$ cat src/rtl/hazard_forward_unit.sv
// hazard_forward_unit
//   Hazard controller for the 5-stage core. It keeps a shadow record of the
//   instructions in EX, MEM and WB. From those records it drives the EX
//   operand forwarding selects. It also generates the load-use stall, the
//   branch flush and the memory-wait freeze controls for IF/ID and ID/EX.
// Ports
//   clk, reset_n                  core clock, async active-low reset
//   id_valid, id_rs1/rs2/rd       instruction currently in ID
//   id_reg_write, id_mem_read     ID instruction writes rd / is a load
//   ex_branch_taken               EX resolved a taken branch this cycle
//   mem_wait                      data memory busy, freeze the pipeline
//   fwd_a_sel, fwd_b_sel          00 regfile, 01 EX/MEM, 10 MEM/WB
//   stall_if_id, flush_if_id      hold / clear the IF/ID register
//   bubble_ex                     load a bubble into ID/EX
module hazard_forward_unit #(
  parameter int REG_ADDR_W = 5
) (
  input  logic                  clk,
  input  logic                  reset_n,
  input  logic                  id_valid,
  input  logic [REG_ADDR_W-1:0] id_rs1,
  input  logic [REG_ADDR_W-1:0] id_rs2,
  input  logic [REG_ADDR_W-1:0] id_rd,
  input  logic                  id_reg_write,
  input  logic                  id_mem_read,
  input  logic                  ex_branch_taken,
  input  logic                  mem_wait,
  output logic [1:0]            fwd_a_sel,
  output logic [1:0]            fwd_b_sel,
  output logic                  stall_if_id,
  output logic                  flush_if_id,
  output logic                  bubble_ex
);

  typedef struct packed {
    logic [REG_ADDR_W-1:0] rs1;
    logic [REG_ADDR_W-1:0] rs2;
    logic [REG_ADDR_W-1:0] rd;
    logic                  reg_write;
    logic                  mem_read;
    logic                  valid;
  } stage_rec_t;

  localparam stage_rec_t REC_EMPTY = '0;

  stage_rec_t ex_q, mem_q, wb_q;
  stage_rec_t ex_d, mem_d, wb_d;
  stage_rec_t id_rec;

  logic load_use;
  logic bubble_int;

  // A record can supply a forwarded value only when it is a real instruction
  // that writes a nonzero register matching the requested source.
  function automatic logic rec_hits(input stage_rec_t r,
                                    input logic [REG_ADDR_W-1:0] src);
    return r.valid && r.reg_write && (r.rd != '0) && (r.rd == src);
  endfunction

  function automatic logic [1:0] fwd_sel(input stage_rec_t m,
                                         input stage_rec_t w,
                                         input logic [REG_ADDR_W-1:0] src);
    if (rec_hits(m, src))      return 2'b01;  // youngest producer wins
    else if (rec_hits(w, src)) return 2'b10;
    else                       return 2'b00;
  endfunction

  always_comb begin
    id_rec           = REC_EMPTY;
    id_rec.rs1       = id_rs1;
    id_rec.rs2       = id_rs2;
    id_rec.rd        = id_rd;
    id_rec.reg_write = id_reg_write;
    id_rec.mem_read  = id_mem_read;
    id_rec.valid     = 1'b1;

    load_use = ex_q.valid && ex_q.mem_read && (ex_q.rd != '0) && id_valid &&
               ((id_rs1 == ex_q.rd) || (id_rs2 == ex_q.rd));

    bubble_int = (ex_branch_taken || load_use || !id_valid) && !mem_wait;
  end

  // Record advance: everything freezes while memory is busy.
  always_comb begin
    ex_d  = ex_q;
    mem_d = mem_q;
    wb_d  = wb_q;
    if (!mem_wait) begin
      wb_d  = mem_q;
      mem_d = ex_q;
      ex_d  = bubble_int ? REC_EMPTY : id_rec;
    end
  end

  always_ff @(posedge clk or negedge reset_n) begin
    if (!reset_n) begin
      ex_q  <= REC_EMPTY;
      mem_q <= REC_EMPTY;
      wb_q  <= REC_EMPTY;
    end else begin
      ex_q  <= ex_d;
      mem_q <= mem_d;
      wb_q  <= wb_d;
    end
  end

  // Outputs are forced low while reset is held, even though mem_wait or an
  // idle ID would otherwise raise stall or bubble.
  always_comb begin
    fwd_a_sel   = 2'b00;
    fwd_b_sel   = 2'b00;
    stall_if_id = 1'b0;
    flush_if_id = 1'b0;
    bubble_ex   = 1'b0;
    if (reset_n) begin
      fwd_a_sel   = fwd_sel(mem_q, wb_q, ex_q.rs1);
      fwd_b_sel   = fwd_sel(mem_q, wb_q, ex_q.rs2);
      // A taken branch discards the ID instruction, so its load-use stall is moot.
      stall_if_id = mem_wait || (load_use && !ex_branch_taken);
      flush_if_id = ex_branch_taken && !mem_wait;
      bubble_ex   = bubble_int;
    end
  end

endmodule

$ cat config.mk
export PLATFORM = sky130hd
export DESIGN_NAME = hazard_forward_unit
export DESIGN_NICKNAME = d
export VERILOG_FILES = /design/src/rtl/hazard_forward_unit.sv
export SDC_FILE = /design/constraint.sdc
export NUM_CORES = 1
export LEC_CHECK = 0
export BUFFER_PORTS_ARGS = -buffer_cell sky130_fd_sc_hd__buf_2
export CORE_MARGIN = 3
export CORE_UTILIZATION = 55
export DETAILED_ROUTE_END_ITERATION = 10
export HOLD_SLACK_MARGIN = 0.1
export PLACE_DENSITY = 0.78
export REMOVE_ABC_BUFFERS = 1
export SLEW_MARGIN = 15
export SYNTH_ARGS = -nofsm -noshare
export SYNTH_HDL_FRONTEND = slang
export SYNTH_SLANG_ARGS = --single-unit
$ cat constraint.sdc
create_clock -name clk -period 2.3 [get_ports clk]
set_clock_uncertainty 0.15 [all_clocks]
set_input_delay 0.46 -clock clk [delete_from_list [all_inputs] [get_ports clk]]
set_output_delay 0.46 -clock clk [all_outputs]
set_load 0.005 [all_outputs]
# Word-level counts from Yosys, hierarchy flattened
# Cells that the tools add are included.
dict set report classes {
  n_eq_ne 6
  n_mux 10
  reduce_logical 25
}
# op count
set op_table {}
lappend op_table {{5-bit == test} 6}
lappend op_table {{18-bit two-way mux} 1}
lappend op_table {{1-bit logical AND} 15}
lappend op_table {{5-bit nonzero test} 3}
lappend op_table {{2-bit two-way mux} 6}
lappend op_table {{1-bit logical OR} 4}
lappend op_table {{1-bit zero test} 3}
lappend op_table {{1-bit two-way mux} 3}
dict set report word_totals {
  regBits 32
  in_bits 22
  out_inout_bits 7
}

# Longest topological paths before layout
# Gate-level depths: netlist of run 1.
dict set report logic_depth {
  ltp_word 8
  ltp_mapped 5
}

# Worst setup path after synthesis of run 1
# OpenSTA, ideal clock, no wires.
dict set report synth_path {
  path_type {reg2out}
  from {register ex_q[4] (netlist bit)}
  to {output bubble_ex}
  arrival_ns 1.501
  required_time_ns 1.690
  path_slack_ns 0.189
  path_stages_with_launch 6
  path_buffers 1
  path_cell_list {dfrtp_1 > or4_1 > o211ai_2 > buf_6 > nor3_1 > a22o_1}
}
dict set report synth_between {
  elab_chain_len 8
  word_cells_on_any_way 11
  cone_classes {eq/ne: 2; mux: 1; reduce/logical: 8}
}
# element line_no
set synth_lines {}
lappend synth_lines {{start, declared} 46} ;# stage_rec_t ex_q, mem_q, wb_q;
lappend synth_lines {{start signal, assigned} 97} ;# ex_q <= REC_EMPTY;
lappend synth_lines {{start signal, assigned} 101} ;# ex_q <= ex_d;
lappend synth_lines {{5-bit nonzero test} 77} ;# load_use = ex_q.valid && ex_q.mem_read && (ex_q.rd != '0) && id_valid &&
lappend synth_lines {{1-bit logical AND (2 in a row)} 77}
lappend synth_lines {{1-bit logical AND (*)} 77}
lappend synth_lines {{1-bit logical OR (*) (2 in a row)} 80} ;# bubble_int = (ex_branch_taken || load_use || !id_valid) && !mem_wait;
lappend synth_lines {{1-bit logical AND (*)} 80}
lappend synth_lines {{1-bit two-way mux (*)} 115} ;# if (reset_n) begin
lappend synth_lines {{end, declared} 32} ;# output logic bubble_ex
# Every way passes the cells marked *; elsewhere a longest branch is shown, timed or not.

# Worst setup path after layout of run 1
dict set report layout_path {
  from {register mem_q[5] (netlist bit)}
  to {output fwd_a_sel[1]}
}
dict set report layout_between {
  elab_chain_len 5
  word_cells_on_any_way 6
  cone_classes {eq/ne: 1; mux: 2; reduce/logical: 3}
}
# element line_no
set layout_lines {}
lappend layout_lines {{start, declared} 46}
lappend layout_lines {{start signal, assigned} 102} ;# mem_q <= mem_d;
lappend layout_lines {{5-bit nonzero test} 57} ;# return r.valid && r.reg_write && (r.rd != '0) && (r.rd == src);
lappend layout_lines {{1-bit logical AND} 57}
lappend layout_lines {{1-bit logical AND (*)} 57}
lappend layout_lines {{2-bit two-way mux (*)} 63} ;# if (rec_hits(m, src)) return 2'b01;
lappend layout_lines {{2-bit two-way mux (*)} 115}
lappend layout_lines {{end, declared} 28} ;# output logic [1:0] fwd_a_sel,
# Marked as above.

==> results.md, run 1 <==
| Group | Parameter | Reported |
|---|---|---|
| run status | Run status | complete, but fails checks |
| run status | Violated checks | setup timing |
| setup path | Type of the worst setup path | reg -> out |
| grt | Initial antenna violation count | 0 |
| yosys | Post-synthesis instance area | 1790 um2 |
| grt | Number of global-route vias before repair | 1,502 |
| floorplan | Die outline area | 3970 um2 |
| clock network | Depth of the CTS H-tree | 2 |
| timing | Number of hold violations in the final report | 0 |
| final layout | Area Overhead vs Synth | 24.1% |
| setup path | List of cells traversed by the critical path | or4_1, o211ai_1, buf_4, nor4_4, nor4_2, buf_2 |
| detailed routing | Number of vias after detailed routing | 1,515 |
| power | Reported leakage power | 0.999 nW |
| final layout | Most common library cell in the layout ignoring fill and taps | sky130_fd_sc_hd__dfrtp_1 |
| min path | Worst Hold End | ex_q[1]$_DFFE_PN0N_ |
| yosys | Number of warnings printed during yosys synthesis | 0 |
| yosys | Gate count after technology mapping | 170 |
| grt | Largest net degree at the start of global routing | 36 |
| clock network | CTS Buf Count | 5 |
| detailed routing | Overall routed net length | 4.34 mm |
| clock network | TritonCTS clock tree | yes |
| timing | Final Max Slew Viols | 0 |
| detailed routing | Routed wire length per instance | 16.7 um |
| timing | Tightest Pin Transition | 0.403 ns |
| grt | Overall overflow remaining after global route | 0 |
| clock network | Sinks on Clock Net | 32 |
| detailed routing | Initial DRT Pass Iterations | 4 |
| setup path | Reg2Reg Launch Point | ex_q[4]$_DFFE_PN0N_ |
| timing | Minimum period implied by the final worst setup slack | 2.56 ns |
| yosys | Area leader, netlist | sky130_fd_sc_hd__dfrtp_1 |
| flow run | Number of max-cap violations | 0 |
| detailed routing | DRC viols | 0 |
| detailed routing | Vias per std cell | 5.83 |
| setup path | Cell count of the worst reg-to-reg path | 6 |
| setup path | Nature of the critical path startpoint | flip-flop |
| yosys | Portion of the post-synthesis area used by sequential elements | 0.448 |
| timing | Unrepaired setup endpoints after global routing | true |
| min path | Worst Min Path Start | id_mem_read |
| placement | Placed Cells | 243 |
| timing | Number of failing setup endpoints in the final timing report | 6 |
| final layout | Number of antenna diodes | 0 |
| setup path | Largest fanout of any net on the critical path | 2 |
| setup path | Endpoint arrival time on the critical path | 1.95 ns |
| floorplan | Area of the core | 3080 um2 |
| min path | Hold path depth | 3 |
| placement | Routability-driven placement congestion ratio | 0.841 |
| yosys | Post-synthesis area per instance | 10.5 um2 |
| timing | Highest Clock Rate | 0.390 GHz |
| placement | Post-detail-place hpwl | 2.90 mm |
| grt | Wire length of the first global-routing pass | 7.68 mm |
| final layout | Fraction of layout instances using a drive strength above 1 | 0.361 |
| clock network | Clock slew at reported path FFs | 0.10 ns |
| final layout | Nets | 237 |
| floorplan | Die X | 63.0 um |
| yosys | Area fraction of the dominant cell type after synthesis | 0.448 |
| timing | Min setup slack post-route | -0.264 ns |
| floorplan | Number of placed I/O pins | 29 |
| setup path | Top Family by Delay on Critical Path | simple AND/OR/NAND/NOR gates |
| clock network | Maximum buffer depth of the clock tree | 2 |
| setup path | Data required time at the worst endpoint | 1.69 ns |
| detailed routing | Antenna-violating nets left | 0 |
| power | Peak supply drop | 0.402 mV |
| final layout | Most frequent cells in the layout | sky130_fd_sc_hd__dfrtp_1, sky130_fd_sc_hd__buf_2, sky130_fd_sc_hd__nand2_1 |
| grt | Overall track demand over capacity in global routing | 0.250 |
| setup path | Crit end category | output pin |
| floorplan | Number of cell rows | 20 |
| timing | Worst slew margin relative to its limit | 0.729 |
| yosys | Cell types occupying the most area after synthesis | sky130_fd_sc_hd__dfrtp_1, sky130_fd_sc_hd__mux2_2, sky130_fd_sc_hd__a32oi_1 |
| power | Areal power density over the cells | 649 nW/um2 |
| setup path | FF-to-FF End | ex_q[9]$_DFFE_PN0N_ |
| setup path | Delay of the slowest cell on the worst path | 0.51 ns |
| detailed routing | Number of violations reported at the end of detailed-routing iteration 0 | 80 |
| min path | Classification of the worst-slack hold path | in -> reg |
| floorplan | Effective utilization at floorplan | 0.581 |
| clock network | Cell at the root of the clock tree | sky130_fd_sc_hd__clkbuf_4 |
| setup path | Total buffers and inverters traversed by the critical path | 2 |
| setup path | Worst reg2reg setup slack | 0.32 ns |
| clock network | Clock network latency to the later pin of the worst-skew pair | 0.33 ns |
| setup path | Highest-delay cell along the critical path | sky130_fd_sc_hd__or4_1 |
| yosys | Unique masters post-synth | 28 |
| floorplan | Die extent in y | 63.0 um |
| yosys | Flip-flop and latch count after synthesis | 32 |
| placement | Port Buf Inserts | 28 |
| placement | Worst slack after detailed placement | 0.00942 ns |
| timing | Portion of the clock cycle consumed by the worst path in the final layout | 1.11 |
| final layout | Final Non-Filler Cells | 260 |
[worst reg2reg max path: stages, from the launching register on]
cell                       delay (ns)
sky130_fd_sc_hd__dfrtp_1         0.39
sky130_fd_sc_hd__or4_4           0.55
sky130_fd_sc_hd__o211ai_4        0.21
sky130_fd_sc_hd__buf_4           0.14
sky130_fd_sc_hd__buf_4           0.21
sky130_fd_sc_hd__a32oi_1         0.12
sky130_fd_sc_hd__o21ai_0         0.11
[worst max-delay path by stage]
stage	startpoint	to	slack (ns)	depth (start not counted)
after global routing	mem_q[4]$_DFFE_PN0N_	fwd_b_sel[1]	-0.39	5
after detailed placement	mem_q[4]$_DFFE_PN0N_	fwd_a_sel[1]	0.009	5
after global placement	mem_q[4]$_DFFE_PN0N_	fwd_a_sel[1]	0.11	5
after CTS	mem_q[4]$_DFFE_PN0N_	fwd_b_sel[1]	-0.31	5
final	mem_q[5]$_DFFE_PN0N_	fwd_a_sel[1]	-0.26	6
after floorplan	ex_q[4]$_DFFE_PN0N_	bubble_ex	-0.04	4
[flip-flops by register name, summed over array words and instances (netlist names)]
register	cells
ex_q	18
wb_q	7
mem_q	7
[synthesized netlist by cell type]
cell	n
sky130_fd_sc_hd__nand3_1	4
sky130_fd_sc_hd__buf_1	1
sky130_fd_sc_hd__dfrtp_1	32
sky130_fd_sc_hd__nor4_1	2
sky130_fd_sc_hd__buf_4	1
sky130_fd_sc_hd__xor2_1	14
sky130_fd_sc_hd__nand2_1	19
sky130_fd_sc_hd__a32oi_1	17
sky130_fd_sc_hd__a22oi_1	1
sky130_fd_sc_hd__and2_1	3
sky130_fd_sc_hd__o22ai_1	1
sky130_fd_sc_hd__a22o_1	2
sky130_fd_sc_hd__nand2b_1	1
sky130_fd_sc_hd__buf_6	1
sky130_fd_sc_hd__xnor2_1	16
sky130_fd_sc_hd__o211ai_2	1
sky130_fd_sc_hd__nor3_1	2
sky130_fd_sc_hd__buf_2	1
sky130_fd_sc_hd__o21ai_0	17
sky130_fd_sc_hd__o2111ai_1	1
sky130_fd_sc_hd__or4_1	5
sky130_fd_sc_hd__clkbuf_1	7
sky130_fd_sc_hd__o31ai_1	1
sky130_fd_sc_hd__o211ai_1	1
sky130_fd_sc_hd__nor2_1	2
sky130_fd_sc_hd__nor4_2	2
sky130_fd_sc_hd__mux2_2	14
sky130_fd_sc_hd__inv_1	1
[layout make-up]
class | count | area [um2]
multi-input combinational | 126 | 982
sequential | 32 | 801
timing repair buffer | 49 | 320
inverter | 1 | 3.75
fill | 256 | 857
clock buffer | 8 | 58.8
tap | 44 | 55.1
[where the power goes]
group / internal (mW) / total, mW / switching (mW)
sequential: 0.633 / 0.706 / 0.0726
clock: 0.151 / 0.338 / 0.187
combinational: 0.204 / 0.398 / 0.194
total: 0.988 / 1.44 / 0.454
[logic make-up (layout without fill, tap and decap cells)]
group / Yosys count / count (layout) / share of synthesized area
DFF: 32 / 32 / 0.448
xor gates and xnor gates: 30 / 30 / 0.147
AOI/OAI and AO/OA: 42 / 42 / 0.169
and+or+nand+nor: 40 / 40 / 0.117
muxes: 14 / 14 / 0.0881
buffers and inverters: 12 / 58 / 0.0322
[metrics by stage]
step                hold WS [ns]  power (mW)  utilization  cell area (um2)  setup TNS (ns)
finish                     0.216        1.44        0.722             2220           -1.23
global route               0.209        1.54        0.722             2220           -1.93
CTS                        0.203        1.44        0.717             2210           -1.42
detailed placement         0.338        1.04        0.657             2020               0
global placement           0.323        1.03        0.657             2020               0
floorplan                 0.0144       0.902            -             1740         -0.0869
[layer usage]
metal | wire length [um] | track usage | part of all wire
met3 | 206 | 0.0576 | 0.047
met4 | 78 | 0.0937 | 0.018
met5 | 0 | 0 | 0
met1 | 1900 | 0.336 | 0.44
met2 | 2150 | 0.391 | 0.50
[what timing repair did]
action / in CTS / in global routing
endpoints found under the setup margin: 6 / 6
endpoints found under the hold margin: 32 / 0
hold buffers: 2 / 0
resized for setup: 7 / 3
setup buffers: 7 / 0
pin swaps: 6 / 5
(Power assumes the default switching activity.)
==> inputs of run 2 (changes only) <==
CELL_PAD_IN_SITES_DETAIL_PLACEMENT = 1   (was unset)
CELL_PAD_IN_SITES_GLOBAL_PLACEMENT = 2   (was unset)
CORE_UTILIZATION = 36   (was 55)
PLACE_DENSITY = 0.79   (was 0.78)
==> run 2 against run 1 <==
Effect of this change:
- the flow still finishes with violations (setup timing)
- cell area is 3.5% higher
- fmax is 0.72% higher
- via count is 1.8% higher
- utilization is 24 points lower
- clock power is 33% higher
- highest routed layer unchanged
- sequential share of layout area is 1.2 points lower
- die area is 47% higher
- global-route usage is 6.1 points lower
- worst setup slack better by 0.018 ns
==> results.md, run 2 (same netlist as run 1, synthesis figures left out) <==
| Group | Parameter | Reported |
|---|---|---|
| timing | Unrepaired setup endpoints after global routing | true |
| final layout | Storage element area | 801 um2 |
| power | Tot Pwr | 1.58 mW |
| detailed routing | Routed wire length per instance | 18.4 um |
| timing | Final Max Slew Viols | 0 |
| final layout | Registers with the most flip-flops | ex_q: 18 flops, mem_q: 7 flops, wb_q: 7 flops |
| setup path | Largest fanout of any net on the critical path | 2 |
| detailed routing | Number of violations reported at the end of detailed-routing iteration 0 | 36 |
| min path | Classification of the worst-slack hold path | in -> async |
| floorplan | Effective utilization at floorplan | 0.376 |
| clock network | CTS Buf Count | 5 |
| grt | Number of global-route vias before repair | 1,639 |
| timing | Minimum period implied by the final worst setup slack | 2.55 ns |
| run status | Run status | complete, but fails checks |
| power | Peak supply drop | 0.396 mV |
| timing | Number of failing setup endpoints in the final timing report | 6 |
| power | Sw Share | 0.312 |
| detailed routing | Initial DRT Pass Iterations | 4 |
| power | Clock power frac | 0.285 |
| floorplan | Die outline area | 5850 um2 |
| grt | Overall overflow remaining after global route | 0 |
| setup path | Type of the worst setup path | reg -> out |
| setup path | Crit end category | output pin |
| clock network | Sinks on Clock Net | 32 |
| final layout | Most common library cell in the layout ignoring fill and taps | sky130_fd_sc_hd__dfrtp_1 |
| final layout | Top reg by flops | ex_q |
| clock network | Clock slew at reported path FFs | 0.07 ns |
| detailed routing | Vias per std cell | 5.43 |
| setup path | FF-to-FF End | ex_q[16]$_DFFE_PN0N_ |
| detailed routing | Overall routed net length | 5.22 mm |
| placement | Worst slack after detailed placement | 0.0607 ns |
| clock network | Clock network latency to the later pin of the worst-skew pair | 0.28 ns |
| floorplan | Die X | 76.5 um |
| power | Reported leakage power | 1.01 nW |
| detailed routing | Number of vias after detailed routing | 1,542 |
| timing | Portion of the clock cycle consumed by the worst path in the final layout | 1.11 |
| clock network | Depth of the CTS H-tree | 2 |
| final layout | Fraction of layout instances using a drive strength above 1 | 0.387 |
| setup path | Worst reg2reg setup slack | 0.26 ns |
| setup path | Endpoint arrival time on the critical path | 1.94 ns |
| clock network | Cell at the root of the clock tree | sky130_fd_sc_hd__clkbuf_8 |
| floorplan | Area of the core | 4750 um2 |
| timing | Highest Clock Rate | 0.393 GHz |
| floorplan | Die extent in y | 76.5 um |
| grt | Initial antenna violation count | 0 |
| grt | Largest net degree at the start of global routing | 36 |
| grt | Overall track demand over capacity in global routing | 0.189 |
| clock network | CTS hold repair buffers | 0 |
| final layout | Multi-input combinational cell area | 1010 um2 |
| clock network | TritonCTS clock tree | yes |
| placement | Routability-driven placement congestion ratio | 0.797 |
| run status | Violated checks | setup timing |
| power | Portion of total power attributed to combinational logic | 0.263 |
| timing | Tightest Pin Transition | 0.453 ns |
| detailed routing | DRC viols | 0 |
| placement | Post-detail-place hpwl | 3.70 mm |
| placement | Port Buf Inserts | 28 |
| setup path | Nature of the critical path startpoint | flip-flop |
| final layout | Area Overhead vs Synth | 28.5% |
| flow run | Number of max-cap violations | 0 |
| floorplan | Number of placed I/O pins | 29 |
| final layout | Fill cell count | 554 |
| power | Cell-internal power | 1.09 mW |
| setup path | Reg2Reg Launch Point | ex_q[4]$_DFFE_PN0N_ |
| final layout | Number of antenna diodes | 0 |
| setup path | Cell count of the worst reg-to-reg path | 6 |
| timing | Number of hold violations in the final report | 0 |
| power | Areal power density over the cells | 688 nW/um2 |
| grt | Wire length of the first global-routing pass | 8.63 mm |
| final layout | Nets | 238 |
| detailed routing | Antenna-violating nets left | 0 |
| clock network | Maximum buffer depth of the clock tree | 2 |
| final layout | Most frequent cells in the layout | sky130_fd_sc_hd__dfrtp_1, sky130_fd_sc_hd__buf_2, sky130_fd_sc_hd__buf_4 |
| timing | Min setup slack post-route | -0.246 ns |
| power | Power dissipated by switching net loads | 0.494 mW |
| setup path | Data required time at the worst endpoint | 1.69 ns |
| power | Fraction of power consumed by sequential logic | 0.452 |
| timing | Worst slew margin relative to its limit | 0.698 |
| floorplan | Number of cell rows | 25 |
| final layout | Max FFs per register | 18 |
## run 2: critical path: stages (launching register included)
cell and delay, ns:
sky130_fd_sc_hd__dfrtp_1 0.39, sky130_fd_sc_hd__or4_4 0.50, sky130_fd_sc_hd__o211ai_1 0.26, sky130_fd_sc_hd__buf_4 0.18
sky130_fd_sc_hd__nor4_4 0.04, sky130_fd_sc_hd__and2_1 0.17, sky130_fd_sc_hd__buf_2 0.12
## run 2: stage by stage
| stage | hold slack, ns | setup TNS (ns) | utilization | cells | area (um2) |
|---|---|---|---|---|---|
| 6_report | 0.0956 | -1.21 | 0.483 | 284 | 2300 |
| 5_1_grt | 0.124 | -1.77 | 0.483 | 284 | 2300 |
| 4_1_cts | 0.107 | -1.16 | 0.466 | 279 | 2210 |
| 3_5_place_dp | 0.339 | 0 | 0.432 | 266 | 2050 |
| 3_3_place_gp | 0.323 | 0 | 0.432 | 266 | 2050 |
| 2_1_floorplan | 0.0144 | -0.0869 | - | 159 | 1740 |
## run 2: final cells by class
class | count | area share
multi-input cells | 126 | 0.440
repair buffers | 50 | 0.134
clock buffers | 8 | 0.0392
well taps | 67 | 0.0365
flip-flops and latches | 32 | 0.348
inverters | 1 | 0.00163
## run 2: per-layer routing
metal | global-route usage | up-vias | wire [um]
met1 | 0.235 | 778 | 2270
met2 | 0.330 | 32 | 2720
li1 | - | 723 | -
met5 | 0 | - | 0
met3 | 0.0378 | 9 | 161
met4 | 0.0562 | 0 | 73
## run 2: power groups by stage
stage / clock (mW) / combinational [mW] / sequential (mW)
floorplan: 0 / 0.193 / 0.709
global placement: 0 / 0.319 / 0.722
detailed placement: 0 / 0.340 / 0.727
CTS: 0.458 / 0.373 / 0.715
global route: 0.487 / 0.456 / 0.726
finish: 0.451 / 0.415 / 0.715
## run 2: how the worst max path moves through the flow
stage / startpoint / to / slack (ns) / cells past startpoint
2_1_floorplan: ex_q[4]$_DFFE_PN0N_ / bubble_ex / -0.04 / 4
3_3_place_gp: mem_q[4]$_DFFE_PN0N_ / fwd_b_sel[1] / 0.1 / 5
3_5_place_dp: mem_q[4]$_DFFE_PN0N_ / fwd_b_sel[1] / 0.06 / 5
4_1_cts: mem_q[4]$_DFFE_PN0N_ / fwd_b_sel[1] / -0.25 / 5
5_1_grt: mem_q[5]$_DFFE_PN0N_ / fwd_b_sel[0] / -0.35 / 6
6_report: mem_q[5]$_DFFE_PN0N_ / fwd_b_sel[0] / -0.25 / 6
## run 2: timing repair
| action | 4_1_cts | 5_1_grt |
|---|---|---|
| pin swaps | 9 | 7 |
| resized for setup | 6 | 8 |
| setup buffers | 5 | 5 |
| setup endpoints to repair | 6 | 6 |
==> inputs of run 3 (changes only) <==
ABC_AREA = 1   (was unset)
CORE_UTILIZATION = 32   (was 36)
SLEW_MARGIN = unset   (was 15)
==> run 3 against run 2 <==
Effect of this change:
- the run now ends clean
- cell count grew 22%
- hold slack gained 0.037 ns
- routed wire length shrank 4.0%
- first-iteration DRC count grew 81%
- worst setup slack gained 0.38 ns
- area after synthesis grew 0.84%
- cell area shrank 5.2%
- largest power group unchanged
==> results.md, run 3 <==
| Group | Parameter | Reported |
|---|---|---|
| run status | Run status | finished, final reports clean |
| timing | Worst slew margin relative to its limit | 0.715 |
| clock network | Sinks on Clock Net | 32 |
| timing | Number of hold violations in the final report | 0 |
| timing | Hold_ws | 0.133 ns |
| yosys | Cell types occupying the most area after synthesis | sky130_fd_sc_hd__dfrtp_1, sky130_fd_sc_hd__nand2_1, sky130_fd_sc_hd__nand4_1 |
| yosys | Area fraction of the dominant cell type after synthesis | 0.444 |
| final layout | Fill cell count | 687 |
| clock network | Depth of the CTS H-tree | 2 |
| timing | Minimum period implied by the final worst setup slack | 2.16 ns |
| detailed routing | Overall routed net length | 5.01 mm |
| final layout | Max FFs per register | 18 |
| yosys | Dominant synthesized flop cell | sky130_fd_sc_hd__dfrtp_1 |
| final layout | Registers with the most flip-flops | ex_q: 18 flops, mem_q: 7 flops, wb_q: 7 flops |
| yosys | Number of warnings printed during yosys synthesis | 0 |
| yosys | Post-synthesis instance area | 1800 um2 |
| floorplan | Effective utilization at floorplan | 0.342 |
| grt | Number of global-route vias before repair | 1,751 |
| setup path | Nature of the critical path startpoint | flip-flop |
| final layout | Most frequent cells in the layout | sky130_fd_sc_hd__nand2_1, sky130_fd_sc_hd__dfrtp_1, sky130_fd_sc_hd__buf_2 |
| floorplan | Number of cell rows | 26 |
| detailed routing | Routed wire length per instance | 14.5 um |
| power | Tot Pwr | 1.34 mW |
| floorplan | Die X | 81.1 um |
| clock network | CTS Buf Count | 5 |
| yosys | Area leader, netlist | sky130_fd_sc_hd__dfrtp_1 |
| timing | Highest Clock Rate | 0.463 GHz |
| floorplan | Die outline area | 6580 um2 |
| floorplan | Number of placed I/O pins | 29 |
| yosys | Gate count after technology mapping | 242 |
| yosys | Number of flops mapped to enable cells by yosys | 0 |
| clock network | Maximum buffer depth of the clock tree | 2 |
| power | Peak supply drop | 0.304 mV |
| timing | Portion of the clock cycle consumed by the worst path in the final layout | 0.940 |
| yosys | Flip-flop and latch count after synthesis | 32 |
| detailed routing | Antenna-violating nets left | 0 |
| setup path | Data required time at the worst endpoint | 1.69 ns |
| floorplan | Area of the core | 5270 um2 |
| min path | Classification of the worst-slack hold path | in -> async |
| placement | Port Buf Inserts | 28 |
| clock network | Cell at the root of the clock tree | sky130_fd_sc_hd__clkbuf_8 |
| final layout | Area Overhead vs Synth | 20.8% |
| timing | Tightest Pin Transition | 0.428 ns |
| setup path | Largest fanout of any net on the critical path | 5 |
| yosys | Post-synthesis area per instance | 7.46 um2 |
| detailed routing | DRC viols | 0 |
| flow run | Number of max-cap violations | 0 |
| setup path | Highest-delay cell along the critical path | sky130_fd_sc_hd__dfrtp_1 |
| yosys | Library cell with the highest instance count after synthesis | sky130_fd_sc_hd__nand2_1 |
| placement | Routability-driven placement congestion ratio | 0.781 |
| yosys | Portion of the post-synthesis area used by sequential elements | 0.444 |
| placement | Post-detail-place hpwl | 3.64 mm |
| grt | Overall overflow remaining after global route | 0 |
| clock network | TritonCTS clock tree | yes |
| grt | Wire length of the first global-routing pass | 8.43 mm |
| final layout | Top reg by flops | ex_q |
| grt | Initial antenna violation count | 0 |
| setup path | Endpoint arrival time on the critical path | 1.55 ns |
| detailed routing | Vias per std cell | 4.81 |
| yosys | Proportion of synthesized flip-flops having asynchronous set or reset | 1.00 |
| setup path | List of cells traversed by the critical path | xnor2_1, nand3_1, nor4_1, nor2_1, buf_2 |
| yosys | Synth top cells by count | sky130_fd_sc_hd__nand2_1, sky130_fd_sc_hd__dfrtp_1, sky130_fd_sc_hd__inv_1, sky130_fd_sc_hd__nand4_1 |
| timing | Final TNS setup | 0 ns |
| clock network | Clock slew at reported path FFs | 0.06 ns |
| setup path | Crit end category | output pin |
| timing | Number of failing setup endpoints in the final timing report | 0 |
| detailed routing | Number of violations reported at the end of detailed-routing iteration 0 | 65 |
| detailed routing | Number of vias after detailed routing | 1,665 |
| timing | Final Max Slew Viols | 0 |
| timing | Unrepaired setup endpoints after global routing | true |
| timing | Min setup slack post-route | 0.138 ns |
| setup path | Type of the worst setup path | reg -> out |
| placement | Worst slack after detailed placement | 0.284 ns |
| setup path | Delay of the slowest cell on the worst path | 0.43 ns |
| final layout | Number of antenna diodes | 0 |
| power | Reported leakage power | 1.15 nW |
| final layout | Fraction of layout instances using a drive strength above 1 | 0.214 |
| clock network | Clock network latency to the later pin of the worst-skew pair | 0.29 ns |
| final layout | Cell area after layout | 2180 um2 |
| placement | Placed Area | 2040 um2 |
| power | Areal power density over the cells | 617 nW/um2 |
| grt | Largest net degree at the start of global routing | 43 |
| grt | Overall track demand over capacity in global routing | 0.172 |
| floorplan | Die extent in y | 81.1 um |
| final layout | Most common library cell in the layout ignoring fill and taps | sky130_fd_sc_hd__nand2_1 |
| clock network | CTS hold repair buffers | 0 |
| final layout | Nets | 298 |
| detailed routing | Initial DRT Pass Iterations | 4 |
| yosys | Unique masters post-synth | 25 |
-- run 3: changes by cell type in the layout (fill, tap and decap cells not counted), moves of 4 or more --
cell and delta:
sky130_fd_sc_hd__buf_4 -13, sky130_fd_sc_hd__nor2_1 +12, sky130_fd_sc_hd__a32oi_1 -17, sky130_fd_sc_hd__nand2_1 +60, sky130_fd_sc_hd__xor2_1 -8, sky130_fd_sc_hd__mux2_2 -14
sky130_fd_sc_hd__inv_1 +25, sky130_fd_sc_hd__xnor2_1 -7, sky130_fd_sc_hd__or4_4 -4, sky130_fd_sc_hd__nand4_1 +23, sky130_fd_sc_hd__a21oi_1 +4, sky130_fd_sc_hd__inv_2 +4
-- run 3: repair_timing --
item	in CTS	in global routing
resized for setup	1	8
setup buffers	0	1
pin swaps	0	1
endpoints found under the setup margin	1	3
cloned	0	0
-- run 3: layer usage --
layer	track usage	part of all wire	vias up
met5	0	0	-
met4	0.0557	0.012	0
met3	0.0399	0.043	6
met2	0.278	0.47	31
met1	0.226	0.47	782
li1	-	-	846
-- run 3: stage by stage --
stage | utilization | instances
6_report | 0.414 | 346
5_1_grt | 0.414 | 346
4_1_cts | 0.406 | 345
3_5_place_dp | 0.387 | 338
3_3_place_gp | 0.387 | 338
2_1_floorplan | - | 233
-- run 3: area by class of cell --
| type | instances | area (um2) | share of cell area |
|---|---|---|---|
| multi-input combinational | 170 | 875 | 0.401 |
| sequential | 32 | 805 | 0.369 |
| timing repair buffer | 36 | 200 | 0.0918 |
| inverter | 31 | 116 | 0.0534 |
| clock buffer | 7 | 96.3 | 0.0442 |
| tap | 70 | 87.6 | 0.0402 |
-- run 3: path summary, 6_finish.rpt --
check                      cells past startpoint  slack [ns]             endpoint            startpoint
setup / recovery                               5        0.14         fwd_a_sel[1]  mem_q[3]$_DFFE_PN0N_
hold / removal                                 2        0.13  wb_q[3]$_DFFE_PN0N_               reset_n
setup reg to reg                               8        0.63  ex_q[9]$_DFFE_PN0N_   ex_q[3]$_DFFE_PN0N_
hold reg to reg                                2        0.33  wb_q[0]$_DFFE_PN0N_   wb_q[0]$_DFFE_PN0N_
max in group asynchronous                      2        1.54  ex_q[3]$_DFFE_PN0N_               reset_n
min in group clk                               3        0.26  ex_q[1]$_DFFE_PN0N_           id_mem_read
-- run 3: cells by family after synthesis --
family,synth area share
compound gates,0.0735
flops,0.444
buf+inv,0.0895
simple gates,0.325
xor+xnor,0.0680
-- run 3: critical path, delay by kind of cell, from the launching register on --
kind                   cells  cell delay (ns)
XOR/XNOR                   1             0.18
AND/OR/NAND/NOR            3             0.53
buffers and inverters      1             0.13
flip-flops                 1             0.43
-- run 3: power by group --
group	switching [mW]	total [mW]	leakage, nW	internal (mW)
registers	0.0420	0.643	0.426	0.601
logic	0.136	0.227	0.671	0.0909
clock network	0.208	0.475	0.0503	0.266
total	0.386	1.34	1.15	0.959
